[src/rtl/sid_pkg.sv]
// -----------------------------------------------------------------------------
// sid_pkg
// Shared definitions for the SID voice-path schedulers.
//   SID_WAVE_W / SID_ENV_W / SID_OUT_W : default waveform, envelope and
//                                        scaled-output widths
//   sched_state_t                      : scheduler FSM states
//   prod_slice_hi / prod_slice_lo      : bit bounds of the output slice taken
//                                        from a full-width wave*env product
// -----------------------------------------------------------------------------
package sid_pkg;

   localparam int SID_WAVE_W = 12;
   localparam int SID_ENV_W  = 8;
   localparam int SID_OUT_W  = 12;

   typedef enum logic [1:0] {
      IDLE  = 2'd0,
      RUN   = 2'd1,
      DRAIN = 2'd2
   } sched_state_t;

   // Top bit of the product: the output slice always keeps the MSBs.
   function automatic int prod_slice_hi(input int wave_w, input int env_w);
      return wave_w + env_w - 1;
   endfunction

   // Bottom bit of the product slice; lower bits are truncated, not rounded.
   function automatic int prod_slice_lo(input int wave_w, input int env_w,
                                        input int out_w);
      return wave_w + env_w - out_w;
   endfunction

endpackage

[src/rtl/sid_dca_sched_if.sv]
// -----------------------------------------------------------------------------
// sid_dca_sched_if
// Bundles the sample strobe, packed voice inputs and packed scaled outputs
// of the DCA scheduler.
//   master : the voice generators / controller side (drives strobe + data)
//   slave  : the scheduler itself
// Signals:
//   ce_1m       sample strobe, starts one scheduling pass
//   wave_in     packed waveforms, voice 0 in the LSBs
//   env_in      packed envelopes, voice 0 in the LSBs
//   voice_mask  1 = force that voice's output to 0
//   signal_out  packed scaled voices
//   done        one-cycle pulse when signal_out was just updated
//   busy        pass in progress
//   overrun     sticky: strobe arrived while busy
// -----------------------------------------------------------------------------
interface sid_dca_sched_if
   import sid_pkg::*;
#(
   parameter int VOICES = 3,
   parameter int WAVE_W = SID_WAVE_W,
   parameter int ENV_W  = SID_ENV_W,
   parameter int OUT_W  = SID_OUT_W
);

   logic                     ce_1m;
   logic [VOICES*WAVE_W-1:0] wave_in;
   logic [VOICES*ENV_W-1:0]  env_in;
   logic [VOICES-1:0]        voice_mask;
   logic [VOICES*OUT_W-1:0]  signal_out;
   logic                     done;
   logic                     busy;
   logic                     overrun;

   modport master (
      output ce_1m, wave_in, env_in, voice_mask,
      input  signal_out, done, busy, overrun
   );

   modport slave (
      input  ce_1m, wave_in, env_in, voice_mask,
      output signal_out, done, busy, overrun
   );

endinterface

[src/rtl/sid_mul_u12x8.sv]
// -----------------------------------------------------------------------------
// sid_mul_u12x8
// Registered unsigned A_W x B_W multiplier with a valid/tag side channel,
// one cycle of latency. Shared by time-multiplexed schedulers.
//   clock, reset : system clock, synchronous active-high reset
//   i_valid      : operands present this cycle
//   i_a, i_b     : unsigned operands
//   i_tag        : caller's identifier, returned alongside the product
//   o_valid      : registered i_valid
//   o_prod       : full-width product, updated only when i_valid was high
//   o_tag        : tag that accompanied the product
// -----------------------------------------------------------------------------
module sid_mul_u12x8
   import sid_pkg::*;
#(
   parameter int A_W   = SID_WAVE_W,
   parameter int B_W   = SID_ENV_W,
   parameter int TAG_W = 2
) (
   input  logic                 clock,
   input  logic                 reset,
   input  logic                 i_valid,
   input  logic [A_W-1:0]       i_a,
   input  logic [B_W-1:0]       i_b,
   input  logic [TAG_W-1:0]     i_tag,
   output logic                 o_valid,
   output logic [A_W+B_W-1:0]   o_prod,
   output logic [TAG_W-1:0]     o_tag
);

   logic                 r_valid;
   logic [A_W+B_W-1:0]   r_prod;
   logic [TAG_W-1:0]     r_tag;
   logic [A_W+B_W-1:0]   w_a_ext;
   logic [A_W+B_W-1:0]   w_b_ext;

   // Zero-extend both operands so the product is computed at full width.
   always_comb begin
      w_a_ext = {{B_W{1'b0}}, i_a};
      w_b_ext = {{A_W{1'b0}}, i_b};
   end

   // Product/tag register; holds its value when no operands are issued.
   always_ff @(posedge clock) begin
      if (reset) begin
         r_valid <= 1'b0;
         r_prod  <= {(A_W+B_W){1'b0}};
         r_tag   <= {TAG_W{1'b0}};
      end else begin
         r_valid <= i_valid;
         if (i_valid) begin
            r_prod <= w_a_ext * w_b_ext;
            r_tag  <= i_tag;
         end else begin
            r_prod <= r_prod;
            r_tag  <= r_tag;
         end
      end
   end

   assign o_valid = r_valid;
   assign o_prod  = r_prod;
   assign o_tag   = r_tag;

endmodule

[src/rtl/sid_dca_sched.sv]
// -----------------------------------------------------------------------------
// sid_dca_sched
// Time-multiplexed DCA for the SID voice path: one shared multiplier scales
// every voice's waveform by its envelope. A ce_1m strobe snapshots all
// inputs, then one voice is issued per fast clock; the scaled voices are
// collected in a shadow bank and published together with a done pulse.
//   clock, reset : fast system clock, synchronous active-high reset
//   bus (slave)  : ce_1m, wave_in, env_in, voice_mask in;
//                  signal_out, done, busy, overrun out
// Latency: ce_1m sampled at edge E -> done high in the cycle after edge
// E+VOICES+1. busy is high from E until the edge that raises done.
// -----------------------------------------------------------------------------
module sid_dca_sched
   import sid_pkg::*;
#(
   parameter int VOICES = 3,
   parameter int WAVE_W = SID_WAVE_W,
   parameter int ENV_W  = SID_ENV_W,
   parameter int OUT_W  = SID_OUT_W
) (
   input  logic            clock,
   input  logic            reset,
   sid_dca_sched_if.slave  bus
);

   localparam int IDX_W    = (VOICES > 1) ? $clog2(VOICES) : 1;
   localparam int PROD_W   = WAVE_W + ENV_W;
   localparam int SLICE_HI = prod_slice_hi(WAVE_W, ENV_W);
   localparam int SLICE_LO = prod_slice_lo(WAVE_W, ENV_W, OUT_W);
   localparam logic [IDX_W-1:0] LAST_IDX = IDX_W'(VOICES - 1);

   // Scheduler state and snapshots
   sched_state_t            r_state;
   logic [IDX_W-1:0]        r_idx;
   logic [WAVE_W-1:0]       r_snap_wave [VOICES];
   logic [ENV_W-1:0]        r_snap_env  [VOICES];
   logic [VOICES-1:0]       r_snap_mask;
   logic [OUT_W-1:0]        r_shadow    [VOICES];
   logic [VOICES*OUT_W-1:0] r_signal_out;
   logic                    r_done;
   logic                    r_busy;
   logic                    r_overrun;

   // Multiplier interface
   logic                    w_issue;
   logic [WAVE_W-1:0]       w_mul_a;
   logic [ENV_W-1:0]        w_mul_b;
   logic                    w_pvalid;
   logic [PROD_W-1:0]       w_prod;
   logic [IDX_W-1:0]        w_ptag;

   // Write stage
   logic [OUT_W-1:0]        w_wr_val;
   logic                    w_last_wr;
   logic [OUT_W-1:0]        w_merged [VOICES];
   logic [VOICES*OUT_W-1:0] w_merged_flat;

   // Issue side: one snapshot voice per RUN cycle feeds the multiplier.
   always_comb begin
      w_issue = (r_state == RUN);
      w_mul_a = r_snap_wave[r_idx];
      w_mul_b = r_snap_env[r_idx];
   end

   sid_mul_u12x8 #(
      .A_W   (WAVE_W),
      .B_W   (ENV_W),
      .TAG_W (IDX_W)
   ) u_mul (
      .clock   (clock),
      .reset   (reset),
      .i_valid (w_issue),
      .i_a     (w_mul_a),
      .i_b     (w_mul_b),
      .i_tag   (r_idx),
      .o_valid (w_pvalid),
      .o_prod  (w_prod),
      .o_tag   (w_ptag)
   );

   // Write value: truncated product MSBs, or zero for a masked voice.
   always_comb begin
      if (r_snap_mask[w_ptag]) begin
         w_wr_val = {OUT_W{1'b0}};
      end else begin
         w_wr_val = w_prod[SLICE_HI:SLICE_LO];
      end
      w_last_wr = w_pvalid && (w_ptag == LAST_IDX);
   end

   // Shadow bank with the incoming value merged in, so the final voice's
   // result reaches signal_out in the same edge as its shadow write.
   always_comb begin
      w_merged_flat = {(VOICES*OUT_W){1'b0}};
      for (int v = 0; v < VOICES; v++) begin
         if (w_pvalid && (w_ptag == IDX_W'(v))) begin
            w_merged[v] = w_wr_val;
         end else begin
            w_merged[v] = r_shadow[v];
         end
         w_merged_flat[v*OUT_W +: OUT_W] = w_merged[v];
      end
   end

   // Scheduler FSM, snapshot capture, write stage and output registers.
   always_ff @(posedge clock) begin
      if (reset) begin
         r_state      <= IDLE;
         r_idx        <= {IDX_W{1'b0}};
         r_snap_mask  <= {VOICES{1'b0}};
         r_signal_out <= {(VOICES*OUT_W){1'b0}};
         r_done       <= 1'b0;
         r_busy       <= 1'b0;
         r_overrun    <= 1'b0;
         for (int v = 0; v < VOICES; v++) begin
            r_snap_wave[v] <= {WAVE_W{1'b0}};
            r_snap_env[v]  <= {ENV_W{1'b0}};
            r_shadow[v]    <= {OUT_W{1'b0}};
         end
      end else begin
         r_done <= 1'b0;

         // A strobe during a pass is dropped but remembered until reset.
         if (bus.ce_1m && (r_state != IDLE)) begin
            r_overrun <= 1'b1;
         end else begin
            r_overrun <= r_overrun;
         end

         case (r_state)
            IDLE: begin
               if (bus.ce_1m) begin
                  for (int v = 0; v < VOICES; v++) begin
                     r_snap_wave[v] <= bus.wave_in[v*WAVE_W +: WAVE_W];
                     r_snap_env[v]  <= bus.env_in[v*ENV_W +: ENV_W];
                  end
                  r_snap_mask <= bus.voice_mask;
                  r_idx       <= {IDX_W{1'b0}};
                  r_busy      <= 1'b1;
                  r_state     <= RUN;
               end else begin
                  r_state <= IDLE;
               end
            end
            RUN: begin
               if (r_idx == LAST_IDX) begin
                  r_idx   <= {IDX_W{1'b0}};
                  r_state <= DRAIN;
               end else begin
                  r_idx   <= r_idx + {{(IDX_W-1){1'b0}}, 1'b1};
                  r_state <= RUN;
               end
            end
            DRAIN: begin
               // Leave as the last product is written so busy falls with done.
               if (w_last_wr) begin
                  r_busy  <= 1'b0;
                  r_state <= IDLE;
               end else begin
                  r_state <= DRAIN;
               end
            end
            default: begin
               r_busy  <= 1'b0;
               r_state <= IDLE;
            end
         endcase

         if (w_pvalid) begin
            for (int v = 0; v < VOICES; v++) begin
               r_shadow[v] <= w_merged[v];
            end
         end else begin
            for (int v = 0; v < VOICES; v++) begin
               r_shadow[v] <= r_shadow[v];
            end
         end

         if (w_last_wr) begin
            r_signal_out <= w_merged_flat;
            r_done       <= 1'b1;
         end else begin
            r_signal_out <= r_signal_out;
         end
      end
   end

   assign bus.signal_out = r_signal_out;
   assign bus.done       = r_done;
   assign bus.busy       = r_busy;
   assign bus.overrun    = r_overrun;

endmodule
[src/flat_wrapper.sv]
// flat-port wrapper written by rule: the top's interface ports become plain ports
module sid_dca_sched_flat import sid_pkg::*;
#(
   parameter int VOICES = 3,
   parameter int WAVE_W = SID_WAVE_W,
   parameter int ENV_W  = SID_ENV_W,
   parameter int OUT_W  = SID_OUT_W
)
  (clock, reset, bus_ce_1m, bus_wave_in, bus_env_in, bus_voice_mask, bus_signal_out, bus_done, bus_busy, bus_overrun);
  sid_dca_sched_if #(.VOICES(VOICES), .WAVE_W(WAVE_W), .ENV_W(ENV_W), .OUT_W(OUT_W)) bus_i ();
  input  logic clock;
  input  logic reset;
  input wire logic [$bits(bus_i.ce_1m)-1:0] bus_ce_1m;
  input wire logic [$bits(bus_i.wave_in)-1:0] bus_wave_in;
  input wire logic [$bits(bus_i.env_in)-1:0] bus_env_in;
  input wire logic [$bits(bus_i.voice_mask)-1:0] bus_voice_mask;
  output wire logic [$bits(bus_i.signal_out)-1:0] bus_signal_out;
  output wire logic [$bits(bus_i.done)-1:0] bus_done;
  output wire logic [$bits(bus_i.busy)-1:0] bus_busy;
  output wire logic [$bits(bus_i.overrun)-1:0] bus_overrun;
  assign bus_i.ce_1m = bus_ce_1m;
  assign bus_i.wave_in = bus_wave_in;
  assign bus_i.env_in = bus_env_in;
  assign bus_i.voice_mask = bus_voice_mask;
  assign bus_signal_out = bus_i.signal_out;
  assign bus_done = bus_i.done;
  assign bus_busy = bus_i.busy;
  assign bus_overrun = bus_i.overrun;
  sid_dca_sched #(.VOICES(VOICES), .WAVE_W(WAVE_W), .ENV_W(ENV_W), .OUT_W(OUT_W)) u_core (.clock(clock), .reset(reset), .bus(bus_i));
endmodule
[config.mk]
export PLATFORM = sky130hd
export DESIGN_NAME = sid_dca_sched_flat
export DESIGN_NICKNAME = d
export VERILOG_FILES = /design/src/rtl/sid_pkg.sv /design/src/rtl/sid_dca_sched_if.sv /design/src/rtl/sid_mul_u12x8.sv /design/src/rtl/sid_dca_sched.sv /design/src/flat_wrapper.sv
export SDC_FILE = /design/constraint.sdc
export NUM_CORES = 1
export LEC_CHECK = 0
export BUFFER_PORTS_ARGS = -buffer_cell sky130_fd_sc_hd__buf_2
export CORE_ASPECT_RATIO = 1.75
export CORE_UTILIZATION = 32
export DETAILED_ROUTE_END_ITERATION = 12
export GPL_ROUTABILITY_DRIVEN = 0
export PLACE_DENSITY_LB_ADDON = 0.05
export RECOVER_POWER = 50
export REMOVE_ABC_BUFFERS = 1
export SLEW_MARGIN = 5
export SYNTH_ARGS = -nofsm -noshare
export SYNTH_HDL_FRONTEND = slang
export SYNTH_SLANG_ARGS = --single-unit
[constraint.sdc]
create_clock -name clock -period 10.9 [get_ports clock]
set_clock_uncertainty 0.1 [all_clocks]
set_input_delay 2.18 -clock clock [delete_from_list [all_inputs] [get_ports clock]]
set_output_delay 2.18 -clock clock [all_outputs]
set_load 0.02 [all_outputs]
=== Word-level counts from Yosys, hierarchy flattened ===
Memory sizes are Yosys's and may differ from the RTL's. A register that Yosys moved wholly into a read port is not among the register bits.
Index checks and enable logic that the tools add are counted.

* Memories kept: 3
* Word-level logic and storage cells: 92
* Bits in writable memories: 96
* Output and inout port bits: 39
* Bits of input ports: 66
* Register bits after elaboration: 69

{| class="wikitable"
|+ Memory list
! memory !! words !! bits a word !! read ports !! clocked after Yosys merged registers in !! write ports !! line !! text
|-
| u_core.r_shadow || 3 || 12 || 3 || 0 || 3 || sid_dca_sched.sv:38 || <nowiki>logic [OUT_W-1:0] r_shadow [VOICES];</nowiki>
|-
| u_core.r_snap_wave || 3 || 12 || 1 || 1 || 3 || sid_dca_sched.sv:35 || <nowiki>logic [WAVE_W-1:0] r_snap_wave [VOICES];</nowiki>
|-
| u_core.r_snap_env || 3 || 8 || 1 || 1 || 3 || sid_dca_sched.sv:36 || <nowiki>logic [ENV_W-1:0] r_snap_env [VOICES];</nowiki>
|}

* Add/sub/neg operators: 1
* Equality and inequality tests: 7
* Bitwise gates (word level): 13
* Order comparisons: 1
* Mux-type cells: 45
* Multiply operators: 1
* Reduce and logical (&&, ||, !) cells: 11

{| class="wikitable"
|+ Operator list
! kind !! number
|-
| 2-to-1 mux 12 bit || 13
|-
| 2-to-1 mux 8 bit || 3
|-
| multiplier 12 x 8 -> 20 bit || 1
|-
| 2-to-1 mux 1 bit || 17
|-
| 2-to-1 mux 2 bit || 8
|-
| bitwise OR 1 bit || 12
|-
| equality test 2 bit, second input constant || 3
|-
| case mux 2 bit (3 select lines) || 1
|-
| equality test 2 x 1 -> 1 bit, second input constant || 2
|-
| logical AND 1 bit || 4
|-
| zero test 2 bit || 2
|-
| case mux 2 bit (2 select lines) || 1
|-
| AND reduction 2 bit || 2
|-
| nonzero test 2 bit || 2
|-
| less-than comparator 2 x 3 -> 1 bit, second input constant || 1
|-
| case mux 1 bit (3 select lines) || 1
|-
| AND reduction 3 bit || 1
|-
| adder 2 x 1 -> 2 bit, second input constant || 1
|-
| binary-select mux 1 bit (select 2 bit) || 1
|-
| != test 2 x 1 -> 1 bit, second input constant || 1
|-
| != test 2 bit, second input constant || 1
|-
| inverter 1 bit || 1
|}

=== Longest topological paths before layout ===
* Word-level depth: 6
* Depth in mapped cells: 23
* Mapped depth without buffers: 19

=== Hierarchy ===
A second synthesis with hierarchy kept.

* Cells, all modules: 967
* Area, all modules: 10,227.3 um^2

{| class="wikitable"
|+ Modules (own cells, without submodules)
! module !! cells an instance !! area an instance (um^2) !! times used !! seq. area each (um^2)
|-
| sid_dca_sched || 516 || 6,279.8 || 1 || 3,483.3
|-
| sid_mul_u12x8 || 451 || 3,947.5 || 1 || 460.4
|}

=== Worst setup path before layout ===
Ideal clock, no wire load.

* Path kind: register to register
* Start point: register with a tool-made name
* End point: register u_core.u_mul.r_prod[19], in the netlist u_core.u_mul.o_prod[19]
* Period minus slack after synthesis: 5.455 ns
* Slack: 5.445 ns
* Library setup time: 0.127 ns
* Data required time: 10.673 ns
* Cell stages (with the launch flop): 21
* Path buffers: 3
* Data arrival time: 5.228 ns
* Cell sequence: dfxtp_1 -> buf_6 -> buf_2 -> mux2i_1 -> nor2_1 -> a21oi_1 -> clkbuf_1 -> nor2_1 -> fa_1 -> fa_1 -> fa_1 -> inv_1 -> fa_1 -> inv_1 -> ha_1 -> and4_1 -> o211ai_1 -> nor4_4 -> o21ai_2 -> o2111a_1 -> or3_1

{| class="wikitable"
|+ RTL lines
! what !! line !! text
|-
| end signal, assigned || sid_mul_u12x8.sv:47 || <nowiki>r_prod <= {(A_W+B_W){1'b0}};</nowiki>
|-
| end signal, assigned || sid_mul_u12x8.sv:52 || <nowiki>r_prod <= w_a_ext * w_b_ext;</nowiki>
|-
| end signal, assigned || sid_mul_u12x8.sv:55 || <nowiki>r_prod <= r_prod;</nowiki>
|-
| end, declared || sid_mul_u12x8.sv:32 || <nowiki>logic [A_W+B_W-1:0] r_prod;</nowiki>
|}

==> summary.md <==
| Metric | Value |
|---|---|
| Number of max-cap violations | `3` |
| Initial antenna violation count | `0` |
| Remaining DRCs | `0` |
| Failing checks | `capacitance limit, slew limit` |
| Layout Nets | `1168` |
| Synth top area share | `0.284` |
| Setup tns final | `0 ns` |
| Hold buffer count at cts | `0` |
| CP max stage delay | `0.85 ns` |
| Starting Density | `0.326` |
| Worst min-delay path class | `reg2reg` |
| Die ar. | `between 0.02 and 0.03 mm^2` |
| Post-Layout Cell Count | `1388` |
| GRT Overall Usage | `0.157` |
| Congestion Overflow GR | `0` |
| Seq/Total Area, Yosys | `0.426` |
| Most common cell in the netlist | `nand2_1` |
| Synth area leader | `edfxtp_1` |
| HPWL Detailed | `approximately 16000 um` |
| Pleak | `4.25 nW` |
| Area contributors post-synth | `edfxtp_1 28%, dfxtp_1 14%, fa_1 13%` |
| Slew HR | `-0.905` |
| Critical path's top delay family | `adder cells` |
| Postcts setup bufs | `0` |
| Critical Path AT | `roughly 6.4 ns` |
| Final core utilization | `0.376` |
| FF+latch count, synth | `about 150` |
| WL per Instance | `15.0 um` |
| Final hold viol count | `0` |
| Post-Syn Area | `0.00888 mm^2` |
| CP max FO | `20` |
| Pre-antenna DRT Iters | `4` |
| Vias per Instance | `approximately 4.7` |
| RSZ-0062 raised after global routing | `false` |
| Area occupied by multi-input gates | `0.00463 mm^2` |
| 1st-iter DRT viols | `246` |
| Slew Viols, Final | `141` |
| Final setup viols | `0` |
| Total Wirelength | `between 20000 and 25000 um` |
| Number of global-route vias before repair | `about 6600` |
| Final min period | `6.16 ns` |
| Register area | `between 0.003 and 0.004 mm^2` |
| TritonCTS clock tree | `done` |
| Die span in y | `approximately 220 um` |
| Layout cells sized above 1 | `0.129` |
| Root buffer cell | `clkbuf_16` |
| Number of nets with antenna violations after routing | `0` |
| Critical Path End Type | `flip-flop` |
| Part of the cycle the worst path needs | `0.565` |
| Maximum vdd drop | `0.000109 V` |
| Clock tree buffer depth | `2` |
| Clock sinks | `around 150` |
| Tot Pwr | `1.70 mW` |
| Routed vias | `6484` |
| Peak Freq | `162 MHz` |
| Worst EP required | `11.12 ns` |
| P&R area growth vs syn | `15.4%` |
| Pwr/cell area | `166 mW/mm^2` |
| Main synth FF type | `edfxtp_1` |
| Top cells by instance count after synthesis | `113 x nand2_1, 106 x nor2_1, 94 x a21oi_1` |
| Worst path cell trace | `buf_4 -> mux2i_1 -> nor2_1 -> a21oi_1 -> nor2_1 -> fa_1 -> inv_1 -> fa_1 -> inv_1 -> fa_1 -> inv_1 -> fa_1 -> inv_1 -> ha_1 -> a21oi_1 -> nor4bb_1 -> nand3_1 -> o21ai_2 -> nor3_1 -> or3_1` |
| Status | `complete, but fails checks` |
| Row cnt | `80` |
| WP buf/inv | `5` |
| Core area | `0.0272 mm^2` |
| Slowest stage cell, crit path | `a21oi_1` |
| Startpoint Class | `flip-flop` |
| Final-layout fill cell count | `2880` |
| Syn Area/Cell | `between 9 and 10 um^2` |
| EDFF count, synth | `84` |
| Num CTS Buffers | `17` |
| Synth cell types | `56` |
| Clk_lat worst skew | `0.43 ns` |
| Die width | `128 um` |
| CP Class | `reg2reg` |
| Measured slew at the worst slew-check pin | `2.85 ns` |
| I/O pins | `around 110` |
| H-tree depth | `4` |
| First-pass GRT wire length | `around 34000 um` |
| Number of antenna diodes | `0` |
| Post_cts resized | `0` |
| Port buffer count | `104` |
| Worst-path clk slew | `0.06 ns` |
| Largest net degree at the start of global routing | `65` |
| Synth Instances | `~900` |
| Yosys Warn Count | `0` |
| Post-Place Cells | `1356` |
| Async SR Flop Fraction | `0` |
[routing by layer]
metal  vias to the layer above  global-route usage  part of all wire
met5                         -                   0                 0
met4                         0              0.0808             0.035
met3                        45              0.0289             0.028
met2                       145               0.294              0.55
met1                      3040               0.163              0.39
li1                       3254                   -                 -
[cell families (layout without fill, tap and decap cells)]
kind of cell,count (synthesis),after routing,share of synthesized area
and+or+nand+nor,379,379,0.202
AOI/OAI and AO/OA,148,148,0.0961
DFF,147,147,0.426
buffers and inverters,124,217,0.0535
adders and majority gates,96,96,0.185
muxes,24,24,0.0289
xor gates and xnor gates,8,8,0.00789
[report_power, final]
| part | internal [mW] | switching (mW) |
|---|---|---|
| clock | 0.332 | 0.239 |
| combinational | 0.171 | 0.302 |
| sequential | 0.632 | 0.0246 |
| total | 1.13 | 0.565 |
[cells in the final DEF, fill, tap and decap left out, types with 3 or more instances in the layout]
cell type and instances:
nand4_1 5, o21ai_0 18, edfxtp_1 84, nand2b_1 8, or3_1 5, clkbuf_1 42
buf_4 7, and3b_1 3, o31ai_1 3, inv_1 72, xor2_1 7, and2_0 7
fa_1 59, nor2_1 106, dfxtp_1 63, clkinv_4 3, nand2_1 113, clkbuf_16 20
nand3_1 43, a22o_1 3, ha_1 37, clkinv_2 4, nor3_1 7, o211ai_1 3
a21oi_1 94, and2_1 53, mux2i_1 18, or2_2 16, buf_2 65, mux2_2 3
[per-stage QoR]
step / setup slack, ns / cell area [um^2] / hold slack [ns]
floorplan: 5.12 / 8680 / 0.349
global placement: 4.82 / 9730 / 0.341
detailed placement: 4.74 / 9730 / 0.344
CTS: 4.73 / 10300 / 0.353
global route: 3.95 / 10200 / 0.375
finish: 4.74 / 10200 / 0.352
[area by class of cell]
type | instances | area share
clock inverter | 10 | 0.00659
sequential | 147 | 0.369
clock buffer | 22 | 0.0496
multi-input combinational | 655 | 0.451
tap | 369 | 0.0450
inverter | 73 | 0.0267
timing repair buffer | 112 | 0.0515
[worst paths after layout]
check | depth (start not counted) | slack, ns | to | start
min | 2 | 0.35 | u_core.bus.signal_out[12] | u_core.bus.signal_out[12]
max reg2reg | 20 | 4.74 | u_core.u_mul.o_prod[19] | flip-flop
min reg2reg | 2 | 0.35 | u_core.bus.signal_out[12] | u_core.bus.signal_out[12]
max | 20 | 4.74 | u_core.u_mul.o_prod[19] | flip-flop
[flip-flops by register name, indices dropped and copies added, names as in the netlist, 2 cells and up, named ones only]
name / count
u_core.r_idx: 2
u_core.r_snap_mask: 3
u_core.r_state: 2
u_core.bus.signal_out: 36
u_core.u_mul.o_tag: 2
u_core.r_shadow: 24
u_core.u_mul.o_prod: 12
u_core.r_snap_env: 24
u_core.r_snap_wave: 36
[worst min-delay path: cells and delay by family (launching register included)]
| kind | cells | cell delay [ns] |
|---|---|---|
| DFF | 1 | 0.31 |
| AOI/OAI and AO/OA | 1 | 0.05 |
| and+or+nand+nor | 1 | 0.05 |
Note: power is estimated with default switching activity, not from simulation.
